==> config.mk <==
export PLATFORM = sky130hd
export DESIGN_NAME = vga_pixel_feeder
export DESIGN_NICKNAME = d
export VERILOG_FILES = /design/src/rtl/video_pkg.sv /design/src/rtl/vga_feeder_stats.sv /design/src/rtl/vga_pixel_feeder.sv
export SDC_FILE = /design/constraint.sdc
export NUM_CORES = 1
export LEC_CHECK = 0
export CAP_MARGIN = 20
export CORE_MARGIN = 1.5
export CORE_UTILIZATION = 46
export CTS_BUF_LIST = sky130_fd_sc_hd__clkbuf_2 sky130_fd_sc_hd__clkbuf_4 sky130_fd_sc_hd__clkbuf_8
export CTS_CLUSTER_DIAMETER = 200
export DETAILED_ROUTE_END_ITERATION = 10
export PLACE_DENSITY = 0.76
export SYNTH_ARGS = -nofsm -noshare
export SYNTH_HDL_FRONTEND = slang
export SYNTH_SLANG_ARGS = --single-unit
==> constraint.sdc <==
create_clock -name pixel_clk -period 2.85 [get_ports pixel_clk]
set_input_delay 0.57 -clock pixel_clk [delete_from_list [all_inputs] [get_ports pixel_clk]]
set_output_delay 0.57 -clock pixel_clk [all_outputs]
set_load 0.01 [all_outputs]
==> src/rtl/video_pkg.sv <==
// Shared video types for the pixel-clock domain.
//   rgb_t                : 24-bit {R,G,B} pixel
//   feeder_state_t       : vga_pixel_feeder state encoding
//   UNDERFLOW_COLOR_DEF  : default colour for requests that cannot be served
package video_pkg;

    typedef logic [23:0] rgb_t;

    typedef enum logic [1:0] {
        FILL,
        WAIT_FRAME,
        STREAM,
        DRAIN
    } feeder_state_t;

    localparam rgb_t UNDERFLOW_COLOR_DEF = 24'hFF00FF;

endpackage

==> src/rtl/vga_feeder_stats.sv <==
// Saturating underflow event counter for vga_pixel_feeder.
//   pixel_clk, pixel_rst : clock, async active-high reset
//   clr                  : synchronous clear
//   inc                  : one STREAM->DRAIN event this cycle
//   underflow_cnt        : event count, saturates at 16'hFFFF
module vga_feeder_stats (
    input  logic        pixel_clk,
    input  logic        pixel_rst,
    input  logic        clr,
    input  logic        inc,
    output logic [15:0] underflow_cnt
);

    always_ff @(posedge pixel_clk or posedge pixel_rst) begin
        if (pixel_rst) begin
            underflow_cnt <= '0;
        end else if (clr) begin
            // an event in the clearing cycle is still counted
            underflow_cnt <= {15'd0, inc};
        end else if (inc && (underflow_cnt != 16'hFFFF)) begin
            underflow_cnt <= underflow_cnt + 16'd1;
        end
    end

endmodule

==> src/rtl/vga_pixel_feeder.sv <==
// Pixel-clock stage feeding the VGA timing generator from a show-ahead FIFO.
// Pops one framebuffer word per active-area request, unpacks it to RGB and
// keeps frame alignment: streaming starts only on frame_start, and after an
// underflow the rest of the frame is discarded from the FIFO.
//   fifo_rdata/fifo_rempty/fifo_ralmost_full : FIFO read side (head word)
//   fifo_read    : combinational pop strobe
//   pix_req      : pixel wanted on rgb next cycle
//   frame_start  : first cycle of a frame
//   rgb/rgb_valid: registered pixel answering last cycle's pix_req
//   underflow    : sticky underflow flag, cleared by clr_err
//   underflow_cnt: only when VGA_FEEDER_STATS_EN is defined
module vga_pixel_feeder
    import video_pkg::*;
#(
    parameter int   HDISP           = 800,
    parameter int   VDISP           = 480,
    parameter rgb_t UNDERFLOW_COLOR = UNDERFLOW_COLOR_DEF
) (
    input  logic        pixel_clk,
    input  logic        pixel_rst,
    input  logic [31:0] fifo_rdata,
    input  logic        fifo_rempty,
    input  logic        fifo_ralmost_full,
    output logic        fifo_read,
    input  logic        pix_req,
    input  logic        frame_start,
    output logic [23:0] rgb,
    output logic        rgb_valid,
    output logic        underflow,
    input  logic        clr_err
`ifdef VGA_FEEDER_STATS_EN
    ,
    output logic [15:0] underflow_cnt
`endif
);

    localparam int FRAME_WORDS = HDISP * VDISP;
    localparam int CW          = $clog2(FRAME_WORDS + 1);
    localparam logic [CW-1:0] FW_C  = CW'(FRAME_WORDS);
    localparam logic [CW-1:0] ONE_C = CW'(1);

    feeder_state_t state, state_nxt;
    logic [CW-1:0] word_cnt, cnt_nxt;
    rgb_t          rgb_nxt;
    logic          uf_evt;
    logic          streaming;

    // pad byte of the framebuffer word is not displayed
    logic unused_pad;
    assign unused_pad = ^fifo_rdata[31:24];

    always_comb begin
        state_nxt = state;
        cnt_nxt   = word_cnt;
        rgb_nxt   = '0;
        fifo_read = 1'b0;
        uf_evt    = 1'b0;
        // a request coincident with frame_start belongs to the new frame
        streaming = (state == STREAM) || ((state == WAIT_FRAME) && frame_start);
        case (state)
            FILL: begin
                if (fifo_ralmost_full) state_nxt = WAIT_FRAME;
            end
            WAIT_FRAME, STREAM: begin
                if (streaming) begin
                    state_nxt = STREAM;
                    if (frame_start) cnt_nxt = '0;
                    if (pix_req) begin
                        if (!fifo_rempty) begin
                            fifo_read = 1'b1;
                            rgb_nxt   = fifo_rdata[23:0];
                            if (cnt_nxt < FW_C) cnt_nxt = cnt_nxt + ONE_C;
                        end else begin
                            rgb_nxt   = UNDERFLOW_COLOR;
                            uf_evt    = 1'b1;
                            state_nxt = DRAIN;
                        end
                    end
                end
            end
            DRAIN: begin
                // discard the remainder of the frame regardless of requests
                if (pix_req) rgb_nxt = UNDERFLOW_COLOR;
                if (!fifo_rempty && (word_cnt < FW_C)) begin
                    fifo_read = 1'b1;
                    cnt_nxt   = word_cnt + ONE_C;
                end
                if (cnt_nxt == FW_C) begin
                    state_nxt = WAIT_FRAME;
                    cnt_nxt   = '0;
                end
            end
            default: state_nxt = FILL;
        endcase
    end

    always_ff @(posedge pixel_clk or posedge pixel_rst) begin
        if (pixel_rst) begin
            state     <= FILL;
            word_cnt  <= '0;
            rgb       <= '0;
            rgb_valid <= 1'b0;
            underflow <= 1'b0;
        end else begin
            state     <= state_nxt;
            word_cnt  <= cnt_nxt;
            rgb       <= rgb_nxt;
            rgb_valid <= pix_req;
            if (uf_evt)       underflow <= 1'b1;
            else if (clr_err) underflow <= 1'b0;
        end
    end

`ifdef VGA_FEEDER_STATS_EN
    vga_feeder_stats u_stats (
        .pixel_clk     (pixel_clk),
        .pixel_rst     (pixel_rst),
        .clr           (clr_err),
        .inc           (uf_evt),
        .underflow_cnt (underflow_cnt)
    );
`endif

endmodule

# After elaboration in Yosys (flattened, before gate mapping)
# Index checks and enable logic that the tools add are counted.
[classes]
add_sub_neg = 2
n_lt_le_gt_ge = 2
n_eq_ne = 7
muxes = 33
n_reduce_logical = 10
[ops]
columns = ["cell", "n"]
rows = [
  ["$mux 19", 10],
  ["$mux 24", 4],
  ["$pmux 24 s2", 1],
  ["$add 19x1->19 const B", 2],
  ["$lt 19x19->1 const B", 2],
  ["$pmux 19 s2", 1],
  ["$eq 19x19->1 const B", 1],
  ["$mux 1", 12],
  ["$mux 2", 3],
  ["$ne 2x2->1 const B", 3],
  ["$pmux 2 s3", 1],
  ["$eq 2x2->1 const B", 2],
  ["$reduce_bool 2->1", 2],
  ["$reduce_and 3->1", 1],
  ["$eq 2x1->1 const B", 1],
  ["$logic_and 1x1->1", 2],
  ["$logic_not 2->1", 1],
  ["$pmux 1 s2", 1],
  ["$reduce_and 2->1", 1],
  ["$reduce_or 2->1", 1],
  ["$logic_not 1->1", 1],
  ["$logic_or 1x1->1", 1],
]
[totals]
register_bits = 47
out_inout_bits = 27
wordCells = 59

# Longest topological paths before layout
# Gate-level depths: netlist of run 1.
[depth]
ltp_word = 11
ltp_mapped = 11
depth_no_buf = 10

# Worst setup path before layout of run 1
# Ideal clock, no wire load.
[synth_path]
kind = "input-to-reg"
startpoint = "input port fifo_rempty"
endpoint = "register word_cnt[10]"
arrival_ps = 2758
t_required_ps = 2710
slack_ps = -48
cell_stages = 10
path_buffers = 2
cell_sequence = "buf_2 > nand4b_1 > or4_1 > nor4_1 > nor3_1 > nor4_1 > a31oi_2 > buf_6 > a311oi_1 > a31oi_1"
[synth_between]
elab_chain_len = 7
elab_cells_between_ends = 10
cone_classes = "eq/ne (1); mux (7); reduce/logical (2)"
[synth_rtl]
columns = ["element", "line_no", "source"]
rows = [
  ["start: declaration", "vga_pixel_feeder.sv:22", "input logic fifo_rempty,"],
  ["$logic_not 1->1", "vga_pixel_feeder.sv:84", "if (!fifo_rempty && (word_cnt < FW_C)) begin"],
  ["$logic_and 1x1->1", "vga_pixel_feeder.sv:84", ""],
  ["$mux 19", "vga_pixel_feeder.sv:84", ""],
  ["$mux 19", "vga_pixel_feeder.sv:60", "case (state)"],
  ["$eq 19x19->1", "vga_pixel_feeder.sv:88", "if (cnt_nxt == FW_C) begin"],
  ["$mux 19", "vga_pixel_feeder.sv:88", ""],
  ["$pmux 19 s2 *", "vga_pixel_feeder.sv:60", ""],
  ["end signal: assignment", "vga_pixel_feeder.sv:106", "word_cnt <= cnt_nxt;"],
  ["end: declaration", "vga_pixel_feeder.sv:43", "logic [CW-1:0] word_cnt, cnt_nxt;"],
]
# Every way passes the cells marked *; elsewhere a longest branch is shown, timed or not. The select of a mux whose other input is x is not followed.
# A chain may end at the register's enable or synchronous reset.

# Worst setup path after layout of run 1
[layout_path]
startpoint = "register word_cnt[0]"
endpoint = "register state[0]"
[layout_between]
elab_chain_len = 7
elab_cells_between_ends = 8
cone_classes = "add/sub (1); order compare (1); eq/ne (2); mux (2); reduce/logical (2)"
[layout_rtl]
columns = ["element", "line_no", "source"]
rows = [
  ["$lt 19x19->1", "vga_pixel_feeder.sv:84", ""],
  ["$logic_and 1x1->1", "vga_pixel_feeder.sv:84", ""],
  ["$mux 19 *", "vga_pixel_feeder.sv:84", ""],
  ["$mux 19 *", "vga_pixel_feeder.sv:60", ""],
  ["$eq 19x19->1 *", "vga_pixel_feeder.sv:88", ""],
  ["$ne 2x2->1 (no source line) *", "n/a", ""],
  ["$reduce_and 3->1 (no source line) *", "n/a", ""],
  ["end signal: assignment", "vga_pixel_feeder.sv:105", "state <= state_nxt;"],
  ["end: declaration", "vga_pixel_feeder.sv:42", "feeder_state_t state, state_nxt;"],
]
# Marks and branches as above.

==> run metrics, run 1 <==
IO Pins=66; share of flip-flops with an asynchronous set or reset=1.00; Yosys warnings=0; Die Span Y=86.4 um; worst setup margin=-71.2 ps; Clock Skew=13.3 ps; Final Cell Area=4670 um2; Final ANT Viol Nets=0; Met3 Wirelength=903 um; max-cap violations=0; FF-to-FF path depth=11; register area share after synthesis=0.368; RSZ-0062 raised after global routing=yes; clk buf depth=2; CTS Buf Count=5; crit-path max FO=6; total track usage=0.283; R2R Setup Slk=-70 ps; Post-Route WL=10.5 mm; Die Wd=86.4 um; Die ar.=7460 um2; Hold Violations, Final=0; synthesized net count=438; Total Power=3.15 mW; Avg WL per Cell=17.7 um; diode count=0; Crit Reg-Reg Endpoint=state[0]$_DFFE_PP0P_; Setup crit start=word_cnt[0]$_DFFE_PP0P_; worst slew pin tran=585 ps; largest net degree at the start of global routing=48; PortBufs=57; Slew headroom=0.607; Final period util=1.02; gr ovfl total=0; critical-path cell list=ha_4 > mux2_2 > or4_4 > a21oi_2 > buf_4 > buf_4 > o211ai_1 > o31ai_2 > a31oi_4 > o41ai_2 > a21boi_2; critical path endpoint category=register; Placer Congestion=0.984; vias=3,628; Mean Syn Cell Area=8.16 um2; H-tree depth=2; layout cells sized above 1=0.262; maximum vdd drop=397 uV; Synth cell types=57; max-slew violations=0; Initial Utilization=0.473; FF-to-FF Start=word_cnt[0]$_DFFE_PP0P_; max layer used=met4; number of global-route vias before repair=3,323; M1 WL=4.40 mm; latest clock arrival within the worst-skew pair=310 ps; Post-DP Area=4340 um2; global-route wire length before repair=16.6 mm; Crit path largest cell delay=510 ps; violated checks=negative setup slack; nets@finish=557; Num Clock Sinks=47; DR iter-0 viols=325; DRC=0; Max Clock Freq=342 MHz; Non-Filler Instances=592; WS Path Type=reg2reg; Layout fillers=528; leakage=1.97 nW; slowest stage cell, crit path=or4_4; TritonCTS clock tree=built; Post-Syn Area=3200 um2; Period minus WS final=2920 ps; Most common cell on crit path=buf_4; initial antenna violation count=0; Site Rows=30; DR WL met2=4.91 mm; Post-synth top flop=dfrtp_1; CTS root buf=clkbuf_8; placed cells=573; Gate Count Post-Synth=392; Critical Path End=state[0]$_DFFE_PP0P_; drt first pass iters=6; core box area=6760 um2; Crit path required time=3030 ps; PD cells=675 nW/um2; Seq cells post-synth=47; final setup fails=4; worst path arrival time=3110 ps; hold crit path type=reg2reg; Setup crit start kind=register; Synth-to-Final Area Change=46.1%; Post-synth EDFFs=0; status=complete, but fails checks; Vias per Instance=6.13; Reg clk slew, reported paths=90 ps; post-detail-place hpwl=7.56 mm
[layout make-up]
class | instances | area, um2 | share of cell area
well taps | 80 | 100 | 0.0214
clock inverters | 2 | 16.3 | 0.00348
multi-input cells | 303 | 2000 | 0.429
flip-flops and latches | 47 | 1180 | 0.252
repair buffers | 144 | 1250 | 0.268
clock buffers | 6 | 82.6 | 0.0177
inverters | 10 | 37.5 | 0.00804
[metrics by stage]
step / TNS (ps) / util / hold slack, ps / setup slack (ps)
floorplan: 0 / - / 507 / 18.1
global placement: -5850 / 0.642 / 516 / -653
detailed placement: -6460 / 0.642 / 518 / -703
CTS: -5.51 / 0.678 / 534 / -5.51
global route: -1140 / 0.691 / 569 / -197
finish: -113 / 0.691 / 531 / -71.2
[placed cells by master (no fill, tap or decap), drive strengths merged, types with 6 or more instances in the layout]
| cell | count |
|---|---|
| nand4 | 10 |
| ha | 7 |
| nand2 | 42 |
| nor2b | 6 |
| nand3 | 17 |
| clkdlybuf4s50 | 55 |
| o21ai | 39 |
| and2 | 10 |
| o211ai | 7 |
| a31oi | 9 |
| nor2 | 26 |
| nor3 | 11 |
| nor4 | 9 |
| inv | 10 |
| a21oi | 41 |
| dfrtp | 47 |
| buf | 87 |
| clkbuf | 7 |
[registers in the layout, indices dropped and copies added, names as in the netlist]
signal	cells
rgb	24
underflow	1
state	2
word_cnt	19
rgb_valid	1
[cell families after synthesis]
group,Yosys count,synth area share
adders and majority gates,7,0.0274
muxes,5,0.0164
DFF,47,0.368
and+or+nand+nor,154,0.254
AOI/OAI and AO/OA,132,0.267
xor gates and xnor gates,4,0.0110
buffers and inverters,43,0.0568
[synthesized netlist by cell type, types with 3 or more instances]
cell	instances	area share
dfrtp_1	47	0.37
buf_2	4	0.0063
nor2b_1	6	0.012
a22oi_1	3	0.0070
a31o_2	5	0.014
o22ai_1	3	0.0059
inv_1	10	0.012
o211ai_1	7	0.016
nor3_1	10	0.016
and2_1	10	0.020
nand2_1	42	0.049
a311oi_1	3	0.0082
xor2_1	3	0.0082
clkbuf_1	24	0.028
nand4b_1	4	0.011
mux2i_1	3	0.0094
and3_1	5	0.0098
nand3_1	17	0.027
nor2_1	26	0.031
a21oi_1	41	0.064
ha_1	7	0.027
buf_1	3	0.0035
a31oi_1	7	0.014
nand4_1	10	0.020
o21ai_0	39	0.061
or4_1	4	0.0094
nor4_1	7	0.014
[repair_timing]
item | 4_1_cts | 5_1_grt
pin swaps | 4 | 16
buffers inserted | 4 | 6
gates resized for setup | 18 | 12
setup endpoints to repair | 11 | 11
hold buffers | 0 | 0
cloned | 1 | 0
[worst max-delay path: cells and delay by family, from the launching register on]
kind / cells / cell delay (ps)
buffers and inverters: 2 / 210
adder cells (fa/ha/maj): 1 / 260
multiplexers: 1 / 260
AO/OA/AOI/OAI: 6 / 1150
flip-flops: 1 / 420
AND/OR/NAND/NOR: 1 / 510
[per-layer routing]
| layer | vias to the layer above | global-route usage |
|---|---|---|
| met2 | 205 | 0.477 |
| met4 | 0 | 0.0850 |
| met5 | - | 0 |
| met3 | 35 | 0.0429 |
| met1 | 1696 | 0.374 |
| li1 | 1692 | - |
[report_power, final]
group          internal, mW  switching, mW  total, mW
Combinational         0.818          0.988       1.81
Sequential            0.820         0.0872      0.908
Clock                 0.198          0.239      0.438
[worst min-delay path by stage]
stage / slack [ps] / from / to / cells past startpoint
final: 530 / underflow$_DFFE_PP0P_ / underflow$_DFFE_PP0P_ / 2
after global routing: 570 / underflow$_DFFE_PP0P_ / underflow$_DFFE_PP0P_ / 2
after CTS: 530 / underflow$_DFFE_PP0P_ / underflow$_DFFE_PP0P_ / 2
after detailed placement: 520 / underflow$_DFFE_PP0P_ / underflow$_DFFE_PP0P_ / 2
after global placement: 520 / underflow$_DFFE_PP0P_ / underflow$_DFFE_PP0P_ / 2
after floorplan: 510 / word_cnt[8]$_DFFE_PP0P_ / word_cnt[8]$_DFFE_PP0P_ / 2
(Power assumes the default switching activity.)
==> run 2: changes to the inputs <==
--- a/config.mk
+++ b/config.mk
@@ -13,4 +13,5 @@
 export DETAILED_ROUTE_END_ITERATION = 10
 export PLACE_DENSITY = 0.76
+export SKIP_CTS_REPAIR_TIMING = 1
 export SYNTH_ARGS = -nofsm -noshare
 export SYNTH_HDL_FRONTEND = slang
==> constraint.sdc (replaced) <==
create_clock -name pixel_clk -period 2.85 [get_ports pixel_clk]
set_input_delay 0.855 -clock pixel_clk [delete_from_list [all_inputs] [get_ports pixel_clk]]
set_output_delay 0.855 -clock pixel_clk [all_outputs]
set_load 0.01 [all_outputs]
==> run 2 against run 1 <==
Net effect:
- cell count down 1.5%
- the run still ends with negative setup slack left
- maximum frequency down 1.1%
- register-to-register slack worse by 30 ps
- utilization up 0.81 points
- hold slack better by 42 ps
- sequential share of layout area down 0.29 points
- largest cell class unchanged
- clock-buffer cell count down 1
- largest power group unchanged
- flip-flop and latch count unchanged
- critical endpoint is now state[1]$_DFFE_PP0P_
- sequential power about the same
- first-iteration DRC count up 39%
- clock power up 14%
==> run metrics, run 2 (synthesis results as in run 1) <==
Initial Utilization=0.473; vias=3,717; total track usage=0.283; Post-Route WL=11.1 mm; Slew headroom=0.434; most frequent cells in the layout=71 x buf_4, 54 x clkdlybuf4s50_1, 46 x dfrtp_1; WHS Endpoint=underflow$_DFFE_PP0P_; hold path cells=2; global-route wire length before repair=16.7 mm; clk buf depth=2; max-cap violations=0; Reg clk slew, reported paths=90 ps; Max Clock Freq=338 MHz; Setup crit start kind=input port; Period minus WS final=2950 ps; Placer Congestion=0.996; commonest non-fill, non-tap cell in the layout=buf_4; leakage=1.93 nW; placed cells=566; Die ar.=7460 um2; Hold Violations, Final=0; WS Path Type=in2reg; RSZ-0062 raised after global routing=yes; final setup fails=7; Die Span Y=86.4 um; PD cells=689 nW/um2; crit-path max FO=7; Final period util=1.04; FF-to-FF Start=word_cnt[11]$_DFFE_PP0P_; PortBufs=57; Total Power=3.25 mW; critical path endpoint category=register; DR iter-0 viols=453; IO Pins=66; worst path arrival time=3140 ps; worst setup margin=-105 ps; Crit Reg-Reg Endpoint=state[0]$_DFFE_PP0P_; number of global-route vias before repair=3,418; hold_sp=underflow$_DFFE_PP0P_; Num Clock Sinks=47; most flop-heavy register=rgb; drt first pass iters=6; nets@finish=548; Largest regs=rgb: 24 flops, word_cnt: 19 flops, state: 2 flops; largest net degree at the start of global routing=25; Setup TNS=-425 ps; R2R Setup Slk=-100 ps; CTS Buf Count=5; diode count=0; Die Wd=86.4 um; Largest register FFs=24; Non-Filler Instances=583; Final ANT Viol Nets=0; layout cells sized above 1=0.282; DRC=0; Vias per Instance=6.38; initial antenna violation count=0; gr ovfl total=0; maximum vdd drop=514 uV; final core occ=0.699; Clock Skew=8.35 ps; post-detail-place hpwl=7.67 mm; Avg WL per Cell=19.0 um; max-slew violations=0; TritonCTS clock tree=built; FF-to-FF path depth=10; violated checks=negative setup slack; CTS root buf=clkbuf_8; Synth-to-Final Area Change=47.8%; status=complete, but fails checks; hold crit path type=reg2reg; worst slew pin tran=846 ps; Crit path required time=3040 ps; Site Rows=30; H-tree depth=2; core box area=6760 um2; latest clock arrival within the worst-skew pair=310 ps
==> run 2: changes by cell type in the layout (fill, tap and decap cells not counted), sizes merged <==
cell / previous run / this run
clkbuf: 7 / 6
clkinvlp: 1 / 0
buf: 87 / 79
clkdlybuf4s50: 55 / 54
clkinv: 1 / 2
bufinv: 0 / 1
==> run 2: final cells by class <==
type | count | area [um2]
repair buffers | 135 | 1210
inverters | 10 | 37.5
flip-flops and latches | 47 | 1180
well taps | 80 | 100
clock buffers | 5 | 68.8
clock inverters | 3 | 43.8
multi-input cells | 303 | 2090
fillers | 513 | 2030
==> run 2: worst max path at each step <==
stage / slack, ps / start / end / depth (start not counted)
floorplan: -240 / fifo_rempty / state[1]$_DFFE_PP0P_ / 9
global placement: -950 / fifo_rempty / state[0]$_DFFE_PP0P_ / 9
detailed placement: -1030 / fifo_rempty / word_cnt[16]$_DFFE_PP0P_ / 10
CTS: -690 / fifo_rempty / state[0]$_DFFE_PP0P_ / 9
global route: -170 / word_cnt[11]$_DFFE_PP0P_ / state[0]$_DFFE_PP0P_ / 10
finish: -100 / fifo_rempty / state[1]$_DFFE_PP0P_ / 11
==> run 2: report_power, final <==
part           leakage [nW]  switching, mW  internal, mW  total [mW]
Clock                0.0581          0.238         0.261       0.499
Combinational          1.24           1.03         0.818        1.85
Sequential            0.629         0.0888         0.819       0.908
Total                  1.93           1.36          1.90        3.25
==> run 2: per-stage QoR <==
step | instance area, um2 | setup slack [ps] | hold slack, ps
after floorplan | 3230 | -242 | 507
after global placement | 4290 | -945 | 516
after detailed placement | 4290 | -1030 | 572
after CTS | 4400 | -694 | 586
after global routing | 4720 | -170 | 596
final | 4720 | -105 | 573
==> run 2: worst max-delay path, cell delays in order <==
cell      delay [ps]
buf_8            100
nand4b_1         270
a311o_4          470
o31a_1           310
o22ai_2          190
nor4_4            70
buf_4            160
a31oi_4          360
buf_6            160
nor3_2            30
o32a_1           160
==> run 2: metal layers <==
metal	global-route usage	vias up	share of wire
met2	0.474	262	0.46
li1	-	1674	-
met3	0.0495	47	0.10
met5	0	-	0
met1	0.359	1734	0.40
met4	0.120	0	0.035
==> run 3: changes to the inputs <==
HOLD_SLACK_MARGIN = 0.15   (was default)
==> results of run 3 <==
No change in the layout: final DEF, timing and power equal those of run 2.
